`src/rtl/adsr_pkg.sv`:
```
// Shared types and constants for the ADSR envelope generator.
package adsr_pkg;

  localparam int unsigned DEFAULT_ENV_WIDTH = 32;
  localparam int unsigned STATE_WIDTH       = 3;

  typedef enum logic [STATE_WIDTH-1:0] {
    IDLE    = 3'd0,
    ATTACK  = 3'd1,
    DECAY   = 3'd2,
    SUSTAIN = 3'd3,
    RELEASE = 3'd4
  } adsr_state_e;

  // Full-scale envelope value (Q1.31 style 1.0) for a given word width.
  function automatic longint unsigned env_max(input int unsigned width);
    return (64'd1 << (width - 1)) - 64'd1;
  endfunction

endpackage

```
`src/rtl/env_sat_step.sv`:
```
// Saturating add/subtract toward a limit; flags when the limit is reached.
module env_sat_step #(
  parameter int unsigned WIDTH = 32
) (
  input  logic             add,
  input  logic [WIDTH-1:0] cur,
  input  logic [WIDTH-1:0] step,
  input  logic [WIDTH-1:0] limit,
  output logic [WIDTH-1:0] next_c,
  output logic             reached_c
);

  localparam int unsigned XW = WIDTH + 1;

  logic        [XW-1:0] sum;
  logic signed [XW-1:0] diff;

  // One extra bit keeps the sum from wrapping and the difference signed.
  always_comb begin
    sum       = XW'(cur) + XW'(step);
    diff      = signed'(XW'(cur) - XW'(step));
    next_c    = cur;
    reached_c = 1'b0;
    if (add) begin
      if (step == '0 || sum >= XW'(limit)) begin
        next_c    = limit;
        reached_c = 1'b1;
      end else begin
        next_c = WIDTH'(sum);
      end
    end else begin
      if (step == '0 || diff <= signed'(XW'(limit))) begin
        next_c    = limit;
        reached_c = 1'b1;
      end else begin
        next_c = WIDTH'(diff);
      end
    end
  end

endmodule

```
`src/rtl/adsr_envelope.sv`:
```
// Per-voice ADSR envelope generator; advances one step per sample_tick.
module adsr_envelope
  import adsr_pkg::*;
#(
  parameter int unsigned ENVELOPE_WIDTH = DEFAULT_ENV_WIDTH
) (
  input  logic                      clk,
  input  logic                      rst,
  input  logic                      sample_tick,
  input  logic                      gate,
  input  logic [ENVELOPE_WIDTH-1:0] attack_step,
  input  logic [ENVELOPE_WIDTH-1:0] decay_step,
  input  logic [ENVELOPE_WIDTH-1:0] sustain_level,
  input  logic [ENVELOPE_WIDTH-1:0] release_step,
  output logic [ENVELOPE_WIDTH-1:0] envelope_out,
  output logic                      envelope_valid,
  output logic [STATE_WIDTH-1:0]    state_out,
  output logic                      active
);

  localparam logic [ENVELOPE_WIDTH-1:0] ENV_MAX = ENVELOPE_WIDTH'(env_max(ENVELOPE_WIDTH));

  adsr_state_e               state_q, state_d, op_state_c;
  logic [ENVELOPE_WIDTH-1:0] env_q, env_d;
  logic [ENVELOPE_WIDTH-1:0] sustain_c, step_c, limit_c, next_c;
  logic                      reached_c, rise_c, fall_c;
  logic                      gate_prev_q, valid_q, active_q;

  // Gate edges pick the state whose rule applies on this tick.
  always_comb begin
    sustain_c  = (sustain_level > ENV_MAX) ? ENV_MAX : sustain_level;
    rise_c     = gate & ~gate_prev_q;
    fall_c     = ~gate & gate_prev_q;
    op_state_c = state_q;
    if (rise_c) begin
      op_state_c = ATTACK;
    end else if (fall_c && (state_q inside {ATTACK, DECAY, SUSTAIN})) begin
      op_state_c = RELEASE;
    end
    step_c  = '0;
    limit_c = '0;
    case (op_state_c)
      ATTACK:  begin step_c = attack_step;  limit_c = ENV_MAX;   end
      DECAY:   begin step_c = decay_step;   limit_c = sustain_c; end
      RELEASE: begin step_c = release_step; limit_c = '0;        end
      default: ;
    endcase
  end

  env_sat_step #(
    .WIDTH(ENVELOPE_WIDTH)
  ) u_step (
    .add      (op_state_c == ATTACK),
    .cur      (env_q),
    .step     (step_c),
    .limit    (limit_c),
    .next_c   (next_c),
    .reached_c(reached_c)
  );

  always_comb begin
    state_d = state_q;
    env_d   = env_q;
    if (sample_tick) begin
      state_d = op_state_c;
      case (op_state_c)
        IDLE: env_d = '0;
        ATTACK: begin
          env_d = next_c;
          if (reached_c) state_d = DECAY;
        end
        DECAY: begin
          env_d = next_c;
          if (reached_c) state_d = SUSTAIN;
        end
        SUSTAIN: env_d = sustain_c;
        RELEASE: begin
          env_d = next_c;
          if (reached_c) state_d = IDLE;
        end
        default: begin
          env_d   = '0;
          state_d = IDLE;
        end
      endcase
    end
  end

  always_ff @(posedge clk) begin
    if (rst) begin
      state_q     <= IDLE;
      env_q       <= '0;
      valid_q     <= 1'b0;
      active_q    <= 1'b0;
      gate_prev_q <= 1'b0;
    end else begin
      state_q  <= state_d;
      env_q    <= env_d;
      valid_q  <= sample_tick;
      active_q <= (state_d != IDLE);
      if (sample_tick) gate_prev_q <= gate;
    end
  end

  assign envelope_out   = env_q;
  assign envelope_valid = valid_q;
  assign state_out      = state_q;
  assign active         = active_q;

endmodule

```
`config.mk`:
```
export PLATFORM = sky130hd
export DESIGN_NAME = adsr_envelope
export DESIGN_NICKNAME = d
export VERILOG_FILES = /design/src/rtl/adsr_pkg.sv /design/src/rtl/env_sat_step.sv /design/src/rtl/adsr_envelope.sv
export SDC_FILE = /design/constraint.sdc
export NUM_CORES = 1
export LEC_CHECK = 0
export ABC_AREA = 1
export CAP_MARGIN = 10
export CORE_MARGIN = 1.5
export CORE_UTILIZATION = 42
export DETAILED_ROUTE_END_ITERATION = 7
export PLACE_DENSITY = 0.66
export SETUP_SLACK_MARGIN = 0.02
export SLEW_MARGIN = 20
export SYNTH_ARGS = -nofsm -noshare
export SYNTH_HDL_FRONTEND = slang
export SYNTH_SLANG_ARGS = --single-unit
export TNS_END_PERCENT = 20
```
`constraint.sdc`:
```
create_clock -name clk -period 5.55 [get_ports clk]
set_input_delay 0.555 -clock clk [delete_from_list [all_inputs] [get_ports clk]]
set_output_delay 0.555 -clock clk [all_outputs]
set_load 0.01 [all_outputs]
```
==> Yosys cells after proc, flatten, opt, wreduce, memory -nomap -nowiden <==
Index checks and enable logic that the tools add are counted.
{ "totals": {"ff_bits": 38, "in_bits": 132, "out_inout_bits": 37} }
{ "classes": {"add_sub_neg": 2, "order_cmp": 3, "eq_ne": 7, "n_mux": 17, "bitwise": 4, "n_reduce_logical": 9} }
{ "ops": {"columns": ["operator", "count"], "rows": [
  ["two-way mux 32 bit", 4],
  ["case mux 32 bit (2 select lines)", 2],
  ["case mux 32 bit (3 select lines)", 1],
  ["adder 32 x 32 -> 33 bit", 1],
  [">= comparator 33 x 32 -> 1 bit", 1],
  ["<= comparator 33 bit", 1],
  ["subtractor 32 x 32 -> 33 bit", 1],
  ["> comparator 32 x 31 -> 1 bit, second input constant", 1],
  ["zero test 32 bit", 1],
  ["two-way mux 3 bit", 6],
  ["equality test 3 x 2 -> 1 bit, second input constant", 4],
  ["case mux 3 bit (4 select lines)", 1],
  ["equality test 3 x 1 -> 1 bit, second input constant", 2],
  ["nonzero test 3 bit", 2],
  ["equality test 3 bit, second input constant", 1],
  ["zero test 3 bit", 1],
  ["two-way mux 1 bit", 3],
  ["OR reduction 3 bit", 1],
  ["AND 1 bit", 2],
  ["logical OR 1 bit", 2],
  ["inverter 1 bit", 2],
  ["OR reduction 2 bit", 1],
  ["logical AND 1 bit", 1]
]} }

==> Longest topological paths before layout <==
Gate-level depths: netlist (run 1).
{ "depth": {"word_depth": 16, "ltp_mapped": 45} }

==> By module <==
A second synthesis (run 1) with hierarchy kept.
{ "unflattened": {"cells_unflattened": 1743, "hier_area_um2": 9703.1} }
{ "by_module_without_submodules": {"columns": ["module", "instances", "cells_each", "area_each_um2"], "rows": [
  ["env_sat_step", 1, 1263, 6999.2],
  ["adsr_envelope", 1, 480, 2703.8]
]} }

==> Worst setup path before layout (run 1) <==
No wires, ideal clock.
{ "synth_timing": {"path_kind": "input to register", "startpoint": "in gate", "endpoint": "reg env_q[29] (netlist: envelope_out[29])", "arrival_ns": 4.854, "required_ns": 5.431, "path_slack_ns": 0.576, "cell_stages": 34, "cell_sequence": "nor2_1 nand3_2 and3_1 buf_6 buf_6 nand2_1 nand2_1 nor2_1 inv_1 ha_1 fa_1 nand3b_1 nand2_1 a21boi_1 o21ai_1 nand3_1 nand2_1 nand2_1 nand2_1 a21oi_1 xor2_1 inv_1 ha_1 nand2_1 or3_1 nor4_1 a21oi_1 nand3_4 inv_2 buf_2 nand2_1 o21ai_2 nand2_1 a21oi_1"} }
{ "synth_between": {"elab_chain_cells": 13} }
{ "synth_lines": {"columns": ["element", "line", "rtl"], "rows": [
  ["start: declaration", "adsr_envelope.sv:10", "input logic gate,"],
  ["inverter 1 bit", "adsr_envelope.sv:33", "fall_c = ~gate & gate_prev_q;"],
  ["AND 1 bit", "adsr_envelope.sv:33", null],
  ["logical AND 1 bit", "adsr_envelope.sv:37", "end else if (fall_c && (state_q inside {ATTACK, DECAY, SUSTAIN})) begin"],
  ["two-way mux 3 bit", "adsr_envelope.sv:37", null],
  ["two-way mux 3 bit *", "adsr_envelope.sv:35", "if (rise_c) begin"],
  ["equality test 3 bit, or another cell as far along", "adsr_envelope.sv:42, adsr_envelope.sv:66", null],
  ["case mux 32 bit (3 select lines)", "adsr_envelope.sv:42", "case (op_state_c)"],
  ["subtractor 32 x 32 -> 33 bit / adder 32 x 32 -> 33 bit (equally long branches)", "env_sat_step.sv:21, env_sat_step.sv:20", null],
  ["<= comparator 33 bit / >= comparator 33 x 32 -> 1 bit (equally long branches)", "env_sat_step.sv:32, env_sat_step.sv:25", null],
  ["logical OR 1 bit (on tied branches)", "env_sat_step.sv:32, env_sat_step.sv:25", null],
  ["two-way mux 32 bit (on tied branches)", "env_sat_step.sv:32, env_sat_step.sv:25", null],
  ["two-way mux 32 bit", "env_sat_step.sv:24", "if (add) begin"],
  ["case mux 32 bit (2 select lines) *", "adsr_envelope.sv:66", "case (op_state_c)"],
  ["end signal: assignment", "adsr_envelope.sv:98", "env_q <= env_d;"],
  ["end: declaration", "adsr_envelope.sv:24", "logic [ENVELOPE_WIDTH-1:0] env_q, env_d;"]
]} }
Mark *: on every way between the ends. The rest lies on a longest branch, timed or not.
A chain may end at the register's enable or synchronous reset.

==> Final worst setup path (run 1) <==
{ "layout_timing": {"startpoint": "in gate", "endpoint": "reg env_q[12] (netlist: envelope_out[12])"} }
Same word-level chain as after synthesis.

==> impl_summary.txt, run 1 <==
----------------------------------------------------
[Placement]
  Port bufs ... about 170
  Gp weighted congestion ... around 0.98
  Detailed Place HPWL ... between 30000 and 40000 um

[Synthesis]
  Portion of the post-synthesis area used by sequential elements ... under 10%
  Flip-flop and latch count after synthesis ... 38
  Top cell type's share of synthesized area ... roughly 18%
  YS warnings ... 0
  Number of distinct standard cells referenced by the synthesized netlist ... 50
  Number of enable flip-flop cells after synthesis ... 0
  Proportion of synthesized flip-flops having asynchronous set or reset ... 0%
  Yosys top cell by area ... sky130_fd_sc_hd__ha_1
  Post-Syn Area per Cell ... 5.95 um^2
  Post-synthesis cell area ... 8990 um^2
  Most instantiated flip-flop cell in the synthesis netlist ... sky130_fd_sc_hd__dfxtp_1
  Mapped Cells ... between 1.5k and 2k
  Dominant cells by area after synthesis ... sky130_fd_sc_hd__ha_1 (18%), sky130_fd_sc_hd__nand2_1 (13%), sky130_fd_sc_hd__a21oi_1 (11%)

[Pwr]
  VDD IR max ... roughly 0.28 mV
  Comb pwr share ... roughly 90%
  Post-layout total power ... 8.66 mW
  Sw Ratio ... a little over half
  Total power density per cell area ... a little over 600 nW/um^2
  Reported leakage power ... roughly 7.2 nW
  Int Pwr ... a little over 4 mW
  Clock network fraction of design power ... under 10%
  Sequential group share of total power ... between 5 and 6%
  Switching power total ... between 4 and 5 mW

[Setup path]
  Critical Path Max Stage Delay ... between 0.3 and 0.4 ns
  Type of the worst setup path ... in -> reg
  Worst path arrival time ... 5.57 ns
  Worst path top cell family by delay ... simple AND/OR/NAND/NOR gates
  Start point of the critical path ... gate
  RR Startpoint ... gate_prev_q
  Worst path required time ... about 5.8 ns
  Critical path buffers and inverters ... 7
  CP Capture Type ... flip-flop
  Maximum fanout count along the critical path ... 10
  Startpoint Class ... input port
  CP max stage cell ... sky130_fd_sc_hd__or3_1

[GRT]
  Maximum number of pins on one net before global-route repair ... 38
  Antenna violations before repair ... 0
  Via count of the first global-routing pass ... around 11k
  Wire length of the first global-routing pass ... 58700 um
  Global route overflow ... 0
  Global-route usage over all layers ... between 30% and 40%

[STA]
  Total setup violations reported at the end of the flow ... 0
  RSZ-0062 raised after global routing ... true
  Final worst clock skew ... ~0.0047 ns
  Slew at the pin closest to its max-slew limit ... 0.924 ns
  Highest attainable clock frequency ... around 190 MHz
  Final clock period utilization by the worst path ... a little over nine tenths
  Post-layout minimum cycle time ... about 5.3 ns
  Final slew viol count ... 0
  Post-route worst hold slack ... between 0.5 and 0.6 ns
  Final-report hold violation count ... 0
  Worst slew margin ... a little under two fifths

[Routing]
  Number of vias after detailed routing ... around 12k
  Average vias per placed instance ... roughly 5.4
  Detailed Routing Iterations Pass 1 ... 7
  DR WL/cell ... 18.3 um
  Detail Route Antenna Nets ... 0
  Initial DRC Count ... about 920
  Total Routed Length ... roughly 40000 um
  DR DRC count ... 0

[CTS]
  TritonCTS Sinks ... 38
  Worst-path clk slew ... 0.07 ns
  Number of H-tree levels ... 2
  Cell at the root of the clock tree ... sky130_fd_sc_hd__clkbuf_16
  TritonCTS clock tree ... done
  Cts bufs inserted ... 5
  Clock Tree Buf Depth ... 2
  Clock latency of the later-clocked register in the worst-skew pair ... between 0.3 and 0.4 ns

[Finish]
  Share of cells above drive strength 1 ... 27.6%
  Final net count ... about 2.2k
  Synthesis-to-finish area growth ... 55.9%
  Number of antenna diodes ... 0

[Floorplan]
  Width of the chip ... between 100 and 150 um
  Chip Height ... approximately 150 um
  DIE AREA ... 22300 um^2
  Number of standard-cell rows in the floorplan ... 53
  Core footprint ... between 20000 and 25000 um^2
  Top-level port count ... between 150 and 200
  Starting density of the core ... a little over two fifths

[Status]
  Run status ... finished clean

[Job]
  Total of max-cap violations ... 0

[Hold path]
  Origin of the worst min-delay path ... gate_prev_q
  Class of the tightest hold or removal check ... reg -> reg

----------------------------------------------------
metrics by stage:
stage	TNS [ns]	setup WS, ns	cell area, um^2	cells	util (%)
2_1_floorplan	0	0.576	9000	1514	-
3_3_place_gp	-20.88	-0.645	12700	2146	60.3
3_5_place_dp	-25.61	-0.763	12700	2146	60.3
4_1_cts	0	0.0345	13100	2169	62.5
5_1_grt	-1.54	-0.138	14000	2190	66.7
6_report	0	0.215	14000	2190	66.7
flip-flops by register name (all words and copies together), names as in the netlist:
name            cells
active              1
envelope_out       32
envelope_valid      1
gate_prev_q         1
state_out           3
final cells by class:
class,instances,area [um^2]
multi-input cells,1212,7870
fillers,1956,7000
repair buffers,460,4130
flip-flops and latches,38,761
inverters,197,747
well taps,275,344
clock buffers,5,125
clock inverters,3,40.0
path summary, 6_finish.rpt:
kind	end	slack (ns)	cells after the start
worst max-delay path	envelope_out[12]	0.22	36
worst min-delay path	gate_prev_q	0.50	2
worst max register to register	envelope_out[12]	0.22	36
worst min register to register	gate_prev_q	0.50	2
Yosys cell counts (2+ instances only):
library cell	count
sky130_fd_sc_hd__nand2_1	315
sky130_fd_sc_hd__a21oi_1	199
sky130_fd_sc_hd__inv_1	189
sky130_fd_sc_hd__nor2_1	148
sky130_fd_sc_hd__ha_1	131
sky130_fd_sc_hd__o21ai_0	79
sky130_fd_sc_hd__nand3_1	55
sky130_fd_sc_hd__xor2_1	53
sky130_fd_sc_hd__clkbuf_1	45
sky130_fd_sc_hd__dfxtp_1	38
sky130_fd_sc_hd__or2_2	33
sky130_fd_sc_hd__o21ai_2	27
sky130_fd_sc_hd__nor2_2	26
sky130_fd_sc_hd__nand4_1	23
sky130_fd_sc_hd__or2_1	20
sky130_fd_sc_hd__nor3_1	16
sky130_fd_sc_hd__buf_2	11
sky130_fd_sc_hd__o21bai_1	10
sky130_fd_sc_hd__buf_6	9
sky130_fd_sc_hd__a21boi_0	7
sky130_fd_sc_hd__a21o_1	7
sky130_fd_sc_hd__nor4_1	7
sky130_fd_sc_hd__o21ai_1	7
sky130_fd_sc_hd__inv_2	6
sky130_fd_sc_hd__o21a_1	6
sky130_fd_sc_hd__xnor2_1	6
sky130_fd_sc_hd__a211oi_1	4
sky130_fd_sc_hd__and3_1	3
sky130_fd_sc_hd__nand3_2	3
sky130_fd_sc_hd__a21oi_2	2
sky130_fd_sc_hd__a31oi_1	2
sky130_fd_sc_hd__buf_4	2
sky130_fd_sc_hd__fa_1	2
sky130_fd_sc_hd__nand2_2	2
sky130_fd_sc_hd__nand3_4	2
sky130_fd_sc_hd__nand3b_1	2
sky130_fd_sc_hd__nor2_4	2
sky130_fd_sc_hd__o211ai_1	2
layer usage:
layer / vias up / GRT usage [%] / part of all wire [%]
met4: 0 / 12.0 / 3.6
met2: 600 / 57.1 / 46
li1: 5727 / - / -
met3: 111 / 7.40 / 9.7
met5: - / 0 / 0
met1: 5385 / 43.1 / 41
cells by family after synthesis:
family | synth area share, %
buffers and inverters | 12.0
other | 0.0417
adder cells (fa/ha/maj) | 18.7
XOR/XNOR | 5.74
AO/OA/AOI/OAI | 22.3
AND/OR/NAND/NOR | 32.8
flip-flops | 8.46
cell usage in the layout, fill, tap and decap left out, types with 5 or more instances in the layout:
master                            count
sky130_fd_sc_hd__nor2_2              30
sky130_fd_sc_hd__nand2_4              5
sky130_fd_sc_hd__o21ai_2             33
sky130_fd_sc_hd__nand2_2             24
sky130_fd_sc_hd__nand3_1             44
sky130_fd_sc_hd__a21oi_2             15
sky130_fd_sc_hd__nand3_2             10
sky130_fd_sc_hd__nand4_1             23
sky130_fd_sc_hd__or2_1               20
sky130_fd_sc_hd__nor2_1             130
sky130_fd_sc_hd__xnor2_1              6
sky130_fd_sc_hd__clkbuf_16           10
sky130_fd_sc_hd__a21o_1               7
sky130_fd_sc_hd__buf_6                5
sky130_fd_sc_hd__inv_1              187
sky130_fd_sc_hd__or2_2               33
sky130_fd_sc_hd__nor3_1              12
sky130_fd_sc_hd__buf_12              10
sky130_fd_sc_hd__inv_2                8
sky130_fd_sc_hd__ha_1               121
sky130_fd_sc_hd__dfxtp_1             38
sky130_fd_sc_hd__clkdlybuf4s50_1    167
sky130_fd_sc_hd__nor2_4              16
sky130_fd_sc_hd__ha_4                 8
sky130_fd_sc_hd__o21ai_0             64
sky130_fd_sc_hd__nand2_1            289
sky130_fd_sc_hd__buf_4              271
sky130_fd_sc_hd__xor2_2               9
sky130_fd_sc_hd__o21a_1               6
sky130_fd_sc_hd__a21oi_1            184
sky130_fd_sc_hd__xor2_1              43
sky130_fd_sc_hd__nand3_4              6
sky130_fd_sc_hd__o21ai_1             14
sky130_fd_sc_hd__o21bai_1             9
power by group through the flow:
stage	Sequential [mW]	Clock, mW	Combinational, mW
after CTS	0.458	0.359	6.91
final	0.473	0.357	7.83
after global routing	0.477	0.363	8.44
after floorplan	0.445	0	3.69
after detailed placement	0.463	0	6.65
after global placement	0.461	0	6.54
timing repair:
item / CTS / global route
hold buffers: 0 / 0
buffers inserted: 14 / 16
gates resized for setup: 49 / 141
endpoints found under the setup margin: 36 / 36
gates cloned: 1 / 5
endpoints found under the hold margin: 0 / 0
pin swaps: 13 / 54
worst min-delay path, stage by stage (launching register included):
cell	delay (ns)
sky130_fd_sc_hd__dfxtp_1	0.31
sky130_fd_sc_hd__inv_2	0.08
sky130_fd_sc_hd__a21oi_1	0.07
Power figures use the tool's default switching activity.
==> run 2: changes to the inputs <==
--- a/config.mk
+++ b/config.mk
@@ -5,14 +5,13 @@
 export SDC_FILE = /design/constraint.sdc
 export NUM_CORES = 1
 export LEC_CHECK = 0
-export ABC_AREA = 1
+export ABC_AREA = 0
 export CAP_MARGIN = 10
 export CORE_MARGIN = 1.5
 export CORE_UTILIZATION = 42
 export DETAILED_ROUTE_END_ITERATION = 7
-export PLACE_DENSITY = 0.66
+export PLACE_DENSITY = 0.67
 export SETUP_SLACK_MARGIN = 0.02
-export SLEW_MARGIN = 20
 export SYNTH_ARGS = -nofsm -noshare
 export SYNTH_HDL_FRONTEND = slang
 export SYNTH_SLANG_ARGS = --single-unit
==> run 2 against run 1 <==
Net effect: the flow now finishes with violations (negative setup slack); synthesized cell count fell by 29%; register-to-register slack got worse by 1.1 ns; core utilization increased by 4.2 points; wire length fell by 12%.
==> impl_summary.txt, run 2 <==
----------------------------------------------------
[Status]
  Run status ... complete, but fails checks (was finished clean)
  Violations in the final reports ... negative setup slack

[Synthesis]
  Multiplexer area fraction after synthesis ... 0.129% (was 0%)
  YS warnings ... 0 (unchanged)
  Yosys top cell by area ... sky130_fd_sc_hd__ha_1 (unchanged)
  Combinational family with the most area after synthesis ... compound AO/OA/AOI/OAI gates (was simple AND/OR/NAND/NOR gates)
  Leading cell types by count after synthesis ... sky130_fd_sc_hd__ha_1 (131), sky130_fd_sc_hd__a21oi_1 (117), sky130_fd_sc_hd__nor2_1 (105), sky130_fd_sc_hd__inv_1 (71), sky130_fd_sc_hd__nand2_1 (62) (was sky130_fd_sc_hd__nand2_1 (315), sky130_fd_sc_hd__a21oi_1 (199), sky130_fd_sc_hd__inv_1 (189), sky130_fd_sc_hd__nor2_1 (148), sky130_fd_sc_hd__ha_1 (131))
  Top cell type's share of synthesized area ... 21.1% (was 18.2%)
  Post-synthesis cell area ... 7770 um^2 (was 8990 um^2)
  Compound-cell area share of the yosys netlist ... 32.9% (was 22.3%)
  Xor-xnor portion of the synthesized cell area ... 6.65% (was 5.74%)
  Post-Syn Area per Cell ... 7.24 um^2 (was 5.95 um^2)
  Fraction of the mapped netlist area in simple logic gates ... 21.6% (was 32.8%)
  Portion of the post-synthesis area used by sequential elements ... 9.79% (was 8.46%)
  Number of distinct standard cells referenced by the synthesized netlist ... 80 (was 50)
  Most instantiated flip-flop cell in the synthesis netlist ... sky130_fd_sc_hd__dfxtp_1 (unchanged)
  Dominant cells by area after synthesis ... sky130_fd_sc_hd__ha_1 (21%), sky130_fd_sc_hd__dfxtp_1 (9.8%), sky130_fd_sc_hd__a21oi_1 (7.5%) (was sky130_fd_sc_hd__ha_1 (18%), sky130_fd_sc_hd__nand2_1 (13%), sky130_fd_sc_hd__a21oi_1 (11%))
  Proportion of synthesized flip-flops having asynchronous set or reset ... 0% (unchanged)
  Mapped Cells ... 1073 (was 1513)
  Adder and majority cell fraction of the synthesized area ... 21.6% (was 18.7%)
  Most used standard cell by instance count after synthesis ... sky130_fd_sc_hd__ha_1 (was sky130_fd_sc_hd__nand2_1)
  Flip-flop and latch count after synthesis ... 38 (unchanged)
  Number of enable flip-flop cells after synthesis ... 0 (unchanged)

[Placement]
  Port bufs ... 168 (unchanged)
  Gp weighted congestion ... 1.09 (was 0.977)
  Placed instance area ... 12000 um^2 (was 12700 um^2)
  Detailed Place HPWL ... 27800 um (was 31300 um)
  Pre-CTS WS ... -1.82 ns (was -0.763 ns)
  Number of cells after detailed placement ... 1719 (was 2146)

[Finish]
  Layout Utilization ... 70.9% (was 66.7%)
  Most common cell after layout, fill and taps aside ... sky130_fd_sc_hd__buf_4 (was sky130_fd_sc_hd__nand2_1)
  Final Cell Area ... 12800 um^2 (was 14000 um^2)
  Share of cells above drive strength 1 ... 31.5% (was 27.6%)
  Post-Layout Cell Count ... 1769 (was 2190)
  Top library cells by usage in the layout, fill and taps aside ... sky130_fd_sc_hd__buf_4 (346), sky130_fd_sc_hd__clkdlybuf4s50_1 (166), sky130_fd_sc_hd__ha_1 (130), sky130_fd_sc_hd__a21oi_1 (107), sky130_fd_sc_hd__nor2_1 (100) (was sky130_fd_sc_hd__nand2_1 (289), sky130_fd_sc_hd__buf_4 (271), sky130_fd_sc_hd__inv_1 (187), sky130_fd_sc_hd__a21oi_1 (184), sky130_fd_sc_hd__clkdlybuf4s50_1 (167))
  Synthesis-to-finish area growth ... 64.5% (was 55.9%)
  Number of antenna diodes ... 0 (unchanged)
  Flip-flop count of the largest register after layout ... 32 (unchanged)
  Final net count ... 1805 (was 2179)

[Setup path]
  Startpoint Class ... input port (unchanged)
  Type of the worst setup path ... in -> reg (unchanged)
  Worst path arrival time ... 6.56 ns (was 5.57 ns)
  CP Capture Type ... flip-flop (unchanged)
  Top cell by count, worst path ... sky130_fd_sc_hd__buf_6
  Maximum fanout count along the critical path ... 7 (was 10)
  CP max stage cell ... sky130_fd_sc_hd__or4_4 (was sky130_fd_sc_hd__or3_1)
  Worst path required time ... 5.71 ns (was 5.78 ns)
  Critical Path Max Stage Delay ... 0.45 ns (was 0.39 ns)

[Routing]
  Detailed Routing Iterations Pass 1 ... 8 (was 7)
  DR WL/cell ... 19.9 um (was 18.3 um)
  Number of vias after detailed routing ... 10.4k (was 11.8k)
  Initial DRC Count ... 954 (was 918)
  Average vias per placed instance ... 5.90 (was 5.40)
  DR DRC count ... 0 (unchanged)
  Detail Route Antenna Nets ... 0 (unchanged)
  Total Routed Length ... 35200 um (was 40200 um)

[CTS]
  Worst-path clk slew ... 0.07 ns (about the same)
  Hold-fix buffer count after cts ... 0 (unchanged)
  Clock latency of the later-clocked register in the worst-skew pair ... 0.30 ns (was 0.31 ns)
  Clock Tree Buf Depth ... 2 (unchanged)
  TritonCTS clock tree ... done (unchanged)
  Cell at the root of the clock tree ... sky130_fd_sc_hd__clkbuf_16 (unchanged)
  Cts bufs inserted ... 5 (unchanged)
  Number of H-tree levels ... 2 (unchanged)
  TritonCTS Sinks ... 38 (unchanged)

[Pwr]
  Reported leakage power ... 6.09 nW (was 7.19 nW)
  Post-layout total power ... 6.43 mW (was 8.66 mW)
  VDD IR max ... 0.283 mV (was 0.275 mV)
  Total power density per cell area ... 503 nW/um^2 (was 617 nW/um^2)

[STA]
  Total setup violations reported at the end of the flow ... 36 (was 0)
  Final worst clock skew ... 0.00825 ns (was 0.00472 ns)
  Setup total negative slack ... -25.67 ns (was 0 ns)
  Final-report hold violation count ... 0 (unchanged)
  Highest attainable clock frequency ... 156 MHz (was 187 MHz)
  Post-route worst hold slack ... 0.533 ns (was 0.504 ns)
  Final clock period utilization by the worst path ... 115% (was 96.1%)
  RSZ-0062 raised after global routing ... true (unchanged)
  Worst slew margin ... 49.5% (was 38.2%)
  Post-layout worst setup margin ... -0.846 ns (was 0.215 ns)
  Final slew viol count ... 0 (unchanged)
  Slew at the pin closest to its max-slew limit ... 0.758 ns (was 0.924 ns)
  Post-layout minimum cycle time ... 6.40 ns (was 5.33 ns)

[Floorplan]
  Top-level port count ... 169 (unchanged)
  Width of the chip ... 139 um (was 149 um)
  Chip Height ... 139 um (was 149 um)
  DIE AREA ... 19300 um^2 (was 22300 um^2)
  Starting density of the core ... 43.1% (was 42.8%)
  Number of standard-cell rows in the floorplan ... 49 (was 53)
  Core footprint ... 18000 um^2 (was 21000 um^2)

[GRT]
  Wire length of the first global-routing pass ... 54600 um (was 58700 um)
  Antenna violations before repair ... 0 (unchanged)
  Maximum number of pins on one net before global-route repair ... 64 (was 38)
  Global-route usage over all layers ... 35.5% (was 34.2%)
  Via count of the first global-routing pass ... 10.3k (was 11.3k)
  Global route overflow ... 0 (unchanged)

[Job]
  Total of max-cap violations ... 0 (unchanged)

[Hold path]
  Class of the tightest hold or removal check ... reg -> reg (unchanged)

----------------------------------------------------
==> run 2: cell types whose count changed after synthesis, sizes merged, moves of 17 or more <==
| cell | delta |
|---|---|
| nand2 | -255 |
| xor2 | -41 |
| nor2 | -70 |
| a222oi | +32 |
| inv | -125 |
| o22ai | +17 |
| xnor2 | +41 |
| a21o | +24 |
| a21oi | -84 |
| or2 | -25 |
| o21ai | -70 |
| nand3 | -42 |
==> run 2: area by class of cell <==
| type | instances | area (um^2) |
|---|---|---|
| multi-input cells | 897 | 6880 |
| flip-flops and latches | 38 | 768 |
| repair buffers | 526 | 4430 |
| well taps | 229 | 287 |
| fillers | 1515 | 5250 |
| inverters | 72 | 283 |
| clock buffers | 7 | 133 |
==> run 2: repair_timing <==
action / in CTS / in global routing
resized for setup: 59 / 32
pin swaps: 48 / 36
buffers inserted: 40 / 4
cloned: 1 / 0
endpoints found under the setup margin: 36 / 36
==> run 2: layer usage <==
| metal | wire length, um | GRT usage [%] |
|---|---|---|
| met1 | 14700 | 46.0 |
| met5 | 0 | 0 |
| met3 | 2970 | 5.08 |
| met2 | 16200 | 59.3 |
| met4 | 1310 | 13.7 |
==> run 2: kinds of logic (layout without fill, tap and decap cells) <==
group,count (synthesis),in the layout
compound gates,368,368
simple gates,333,334
buf+inv,140,605
fa+ha+maj,133,133
xor+xnor,59,59
flops,38,38
other cells,1,2
mux,1,1
==> run 2: worst max-delay path: cells and delay by family <==
| kind | cells | cell delay [ns] |
|---|---|---|
| adders and majority gates | 2 | 0.67 |
| and+or+nand+nor | 9 | 1.55 |
| AOI/OAI and AO/OA | 12 | 2.45 |
| buffers and inverters | 9 | 1.12 |
| xor gates and xnor gates | 1 | 0.23 |
==> run 2: path summary, 6_finish.rpt <==
check / cells after the start / endpoint / start / slack [ns]
worst min-delay path: 2 / envelope_out[2] / envelope_out[2] / 0.53
worst max-delay path: 33 / envelope_out[23] / gate / -0.85
worst max register to register: 30 / envelope_out[23] / state_out[0] / -0.84
worst min register to register: 2 / envelope_out[2] / envelope_out[2] / 0.53
==> run 2: power by group <==
part	internal [mW]	switching (mW)
Clock	0.165	0.134
Combinational	2.83	2.87
Sequential	0.341	0.0864
Total	3.33	3.09
==> run 3: changes to the inputs <==
--- a/config.mk
+++ b/config.mk
@@ -7,7 +7,7 @@
 export LEC_CHECK = 0
 export ABC_AREA = 0
 export CAP_MARGIN = 10
-export CORE_MARGIN = 1.5
+export CORE_MARGIN = 2
 export CORE_UTILIZATION = 42
 export DETAILED_ROUTE_END_ITERATION = 7
 export PLACE_DENSITY = 0.67
==> run 3 against run 2 <==
Net effect: the flow finishes with violations (design-rule violations, negative setup slack); sequential power increased by 2%; register-to-register slack better by 0.02 ns; via count increased by 0.67%; largest cell class unchanged.
==> impl_summary.txt, run 3 (synthesis gave the netlist of run 2 again) <==
----------------------------------------------------
[Placement]
  Gp weighted congestion ... 1.01 (was 1.09)
  Port bufs ... 168 (unchanged)
  Detailed Place HPWL ... 28300 um (was 27800 um)

[STA]
  Setup total negative slack ... -25.14 ns (was -25.67 ns)
  Worst slew margin ... 48.0% (was 49.5%)
  Post-layout minimum cycle time ... 6.37 ns (was 6.40 ns)
  Final-report hold violation count ... 0 (unchanged)
  Slew at the pin closest to its max-slew limit ... 0.781 ns (was 0.758 ns)
  Final slew viol count ... 0 (unchanged)
  Final clock period utilization by the worst path ... 115% (about the same)
  Highest attainable clock frequency ... 157 MHz (was 156 MHz)
  RSZ-0062 raised after global routing ... true (unchanged)
  Total setup violations reported at the end of the flow ... 36 (unchanged)
  Post-layout worst setup margin ... -0.821 ns (was -0.846 ns)
  Post-route worst hold slack ... 0.542 ns (was 0.533 ns)
  Final worst clock skew ... 0.00579 ns (was 0.00825 ns)

[Routing]
  Initial DRC Count ... 996 (was 954)
  Detailed Routing Iterations Pass 1 ... 8 (unchanged)
  DR WL/cell ... 20.4 um (was 19.9 um)
  Total Routed Length ... 36200 um (was 35200 um)
  Number of vias after detailed routing ... 10.5k (was 10.4k)
  DR DRC count ... 10 (was 0)
  Detail Route Antenna Nets ... 0 (unchanged)
  Average vias per placed instance ... 5.92 (was 5.90)

[CTS]
  Cts bufs inserted ... 5 (unchanged)
  TritonCTS clock tree ... done (unchanged)
  Worst-path clk slew ... 0.07 ns (about the same)
  TritonCTS Sinks ... 38 (unchanged)
  Number of H-tree levels ... 2 (unchanged)
  Clock Tree Buf Depth ... 2 (unchanged)
  Cell at the root of the clock tree ... sky130_fd_sc_hd__clkbuf_16 (unchanged)
  Hold-fix buffer count after cts ... 0 (unchanged)
  Clock latency of the later-clocked register in the worst-skew pair ... 0.29 ns (was 0.30 ns)

[Floorplan]
  Number of standard-cell rows in the floorplan ... 49 (unchanged)
  Starting density of the core ... 43.0% (was 43.1%)
  Width of the chip ... 140 um (was 139 um)
  DIE AREA ... 19600 um^2 (was 19300 um^2)
  Top-level port count ... 169 (unchanged)
  Core footprint ... 18100 um^2 (was 18000 um^2)
  Chip Height ... 140 um (was 139 um)

[Finish]
  Synthesis-to-finish area growth ... 68.8% (was 64.5%)
  Layout Utilization ... 72.5% (was 70.9%)
  Flip-flop and latch area ... 771 um^2 (was 768 um^2)
  Area occupied by multi-input gates ... 7100 um^2 (was 6880 um^2)
  Most common cell after layout, fill and taps aside ... sky130_fd_sc_hd__buf_4 (unchanged)
  Number of antenna diodes ... 0 (unchanged)
  Number of filler instances in the final layout ... 1503 (was 1515)
  Top library cells by usage in the layout, fill and taps aside ... sky130_fd_sc_hd__buf_4 (340), sky130_fd_sc_hd__clkdlybuf4s50_1 (166), sky130_fd_sc_hd__ha_1 (126), sky130_fd_sc_hd__a21oi_1 (99), sky130_fd_sc_hd__nor2_1 (99) (was sky130_fd_sc_hd__buf_4 (346), sky130_fd_sc_hd__clkdlybuf4s50_1 (166), sky130_fd_sc_hd__ha_1 (130), sky130_fd_sc_hd__a21oi_1 (107), sky130_fd_sc_hd__nor2_1 (100))
  Share of cells above drive strength 1 ... 33.5% (was 31.5%)
  Flip-flop count of the largest register after layout ... 32 (unchanged)
  Final net count ... 1809 (was 1805)

[Setup path]
  Type of the worst setup path ... reg -> reg (was in -> reg)
  Maximum fanout count along the critical path ... 6 (was 7)
  CP max stage cell ... sky130_fd_sc_hd__or4_4 (unchanged)
  CP Capture Type ... flip-flop (unchanged)
  Startpoint Class ... flip-flop (was input port)
  Worst path arrival time ... 6.53 ns (was 6.56 ns)
  Worst path required time ... 5.71 ns (about the same)
  Critical Path Max Stage Delay ... 0.45 ns (about the same)
  Top cell by count, worst path ... sky130_fd_sc_hd__buf_4 (was sky130_fd_sc_hd__buf_6)

[GRT]
  Wire length of the first global-routing pass ... 55000 um (was 54600 um)
  Global route overflow ... 0 (unchanged)
  Antenna violations before repair ... 0 (unchanged)
  Maximum number of pins on one net before global-route repair ... 64 (unchanged)
  Global-route usage over all layers ... 35.0% (was 35.5%)
  Via count of the first global-routing pass ... 10.1k (was 10.3k)

[Pwr]
  Total power density per cell area ... 516 nW/um^2 (was 503 nW/um^2)
  VDD IR max ... 0.252 mV (was 0.283 mV)
  Reported leakage power ... 6.19 nW (was 6.09 nW)
  Post-layout total power ... 6.76 mW (was 6.43 mW)

[Status]
  Violations in the final reports ... design-rule violations, negative setup slack (was negative setup slack)
  Run status ... complete, but fails checks (unchanged)

[Hold path]
  Class of the tightest hold or removal check ... reg -> reg (unchanged)

[Job]
  Total of max-cap violations ... 0 (unchanged)

----------------------------------------------------
[run 3: changes by cell type in the layout (fill, tap and decap cells not counted), sizes merged]
cell	previous run	this run
clkbuf	7	8
buf	360	363
clkinv	1	2
[run 3: report_power, final]
| group | switching [mW] | internal [mW] | leakage [nW] |
|---|---|---|---|
| combinational | 3.02 | 2.99 | 5.80 |
| sequential | 0.0937 | 0.340 | 0.317 |
| clock | 0.139 | 0.179 | 0.0739 |
| total | 3.25 | 3.51 | 6.19 |
[run 3: layout make-up]
class | instances | share of cell area, %
Clock inverter | 1 | 0.0382
Multi-Input combinational cell | 897 | 54.1
Inverter | 72 | 2.16
Timing Repair Buffer | 530 | 34.5
Sequential cell | 38 | 5.88
Clock buffer | 7 | 1.09
Tap cell | 229 | 2.19
[run 3: routing by layer]
metal	up-vias	routed length [um]	global-route usage [%]	part of all wire (%)
met3	75	2760	5.30	7.6
li1	4943	-	-	-
met2	490	17200	60.3	47
met1	5002	15300	45.6	42
met5	-	0	0	0
met4	0	968	9.94	2.7
[run 3: worst max-delay path: cells and delay by family, from the launching register on]
kind / cells / cell delay, ns
AOI/OAI and AO/OA: 11 / 2.30
and+or+nand+nor: 11 / 1.76
buffers and inverters: 6 / 0.89
adders and majority gates: 2 / 0.67
DFF: 1 / 0.37
xor gates and xnor gates: 1 / 0.23
[run 3: path summary, 6_finish.rpt]
check,from,to,slack (ns),depth (start not counted)
min reg2reg,envelope_out[8],envelope_out[8],0.54,2
max,state_out[0],envelope_out[23],-0.82,31
min,envelope_out[8],envelope_out[8],0.54,2
max reg2reg,state_out[0],envelope_out[23],-0.82,31
[run 3: per-stage QoR]
stage	instance area, um^2	std cells	setup slack (ns)
global route	13100	1774	-1.05
global placement	12000	1729	-1.61
detailed placement	12000	1729	-1.67
CTS	12700	1762	-0.696
floorplan	7910	1074	-0.229
finish	13100	1774	-0.821
[run 3: what timing repair did]
item / 4_1_cts / 5_1_grt
cloned: 1 / 2
endpoints found under the setup margin: 36 / 36
buffers inserted: 27 / 13
gates resized for setup: 78 / 69
pin swaps: 74 / 65
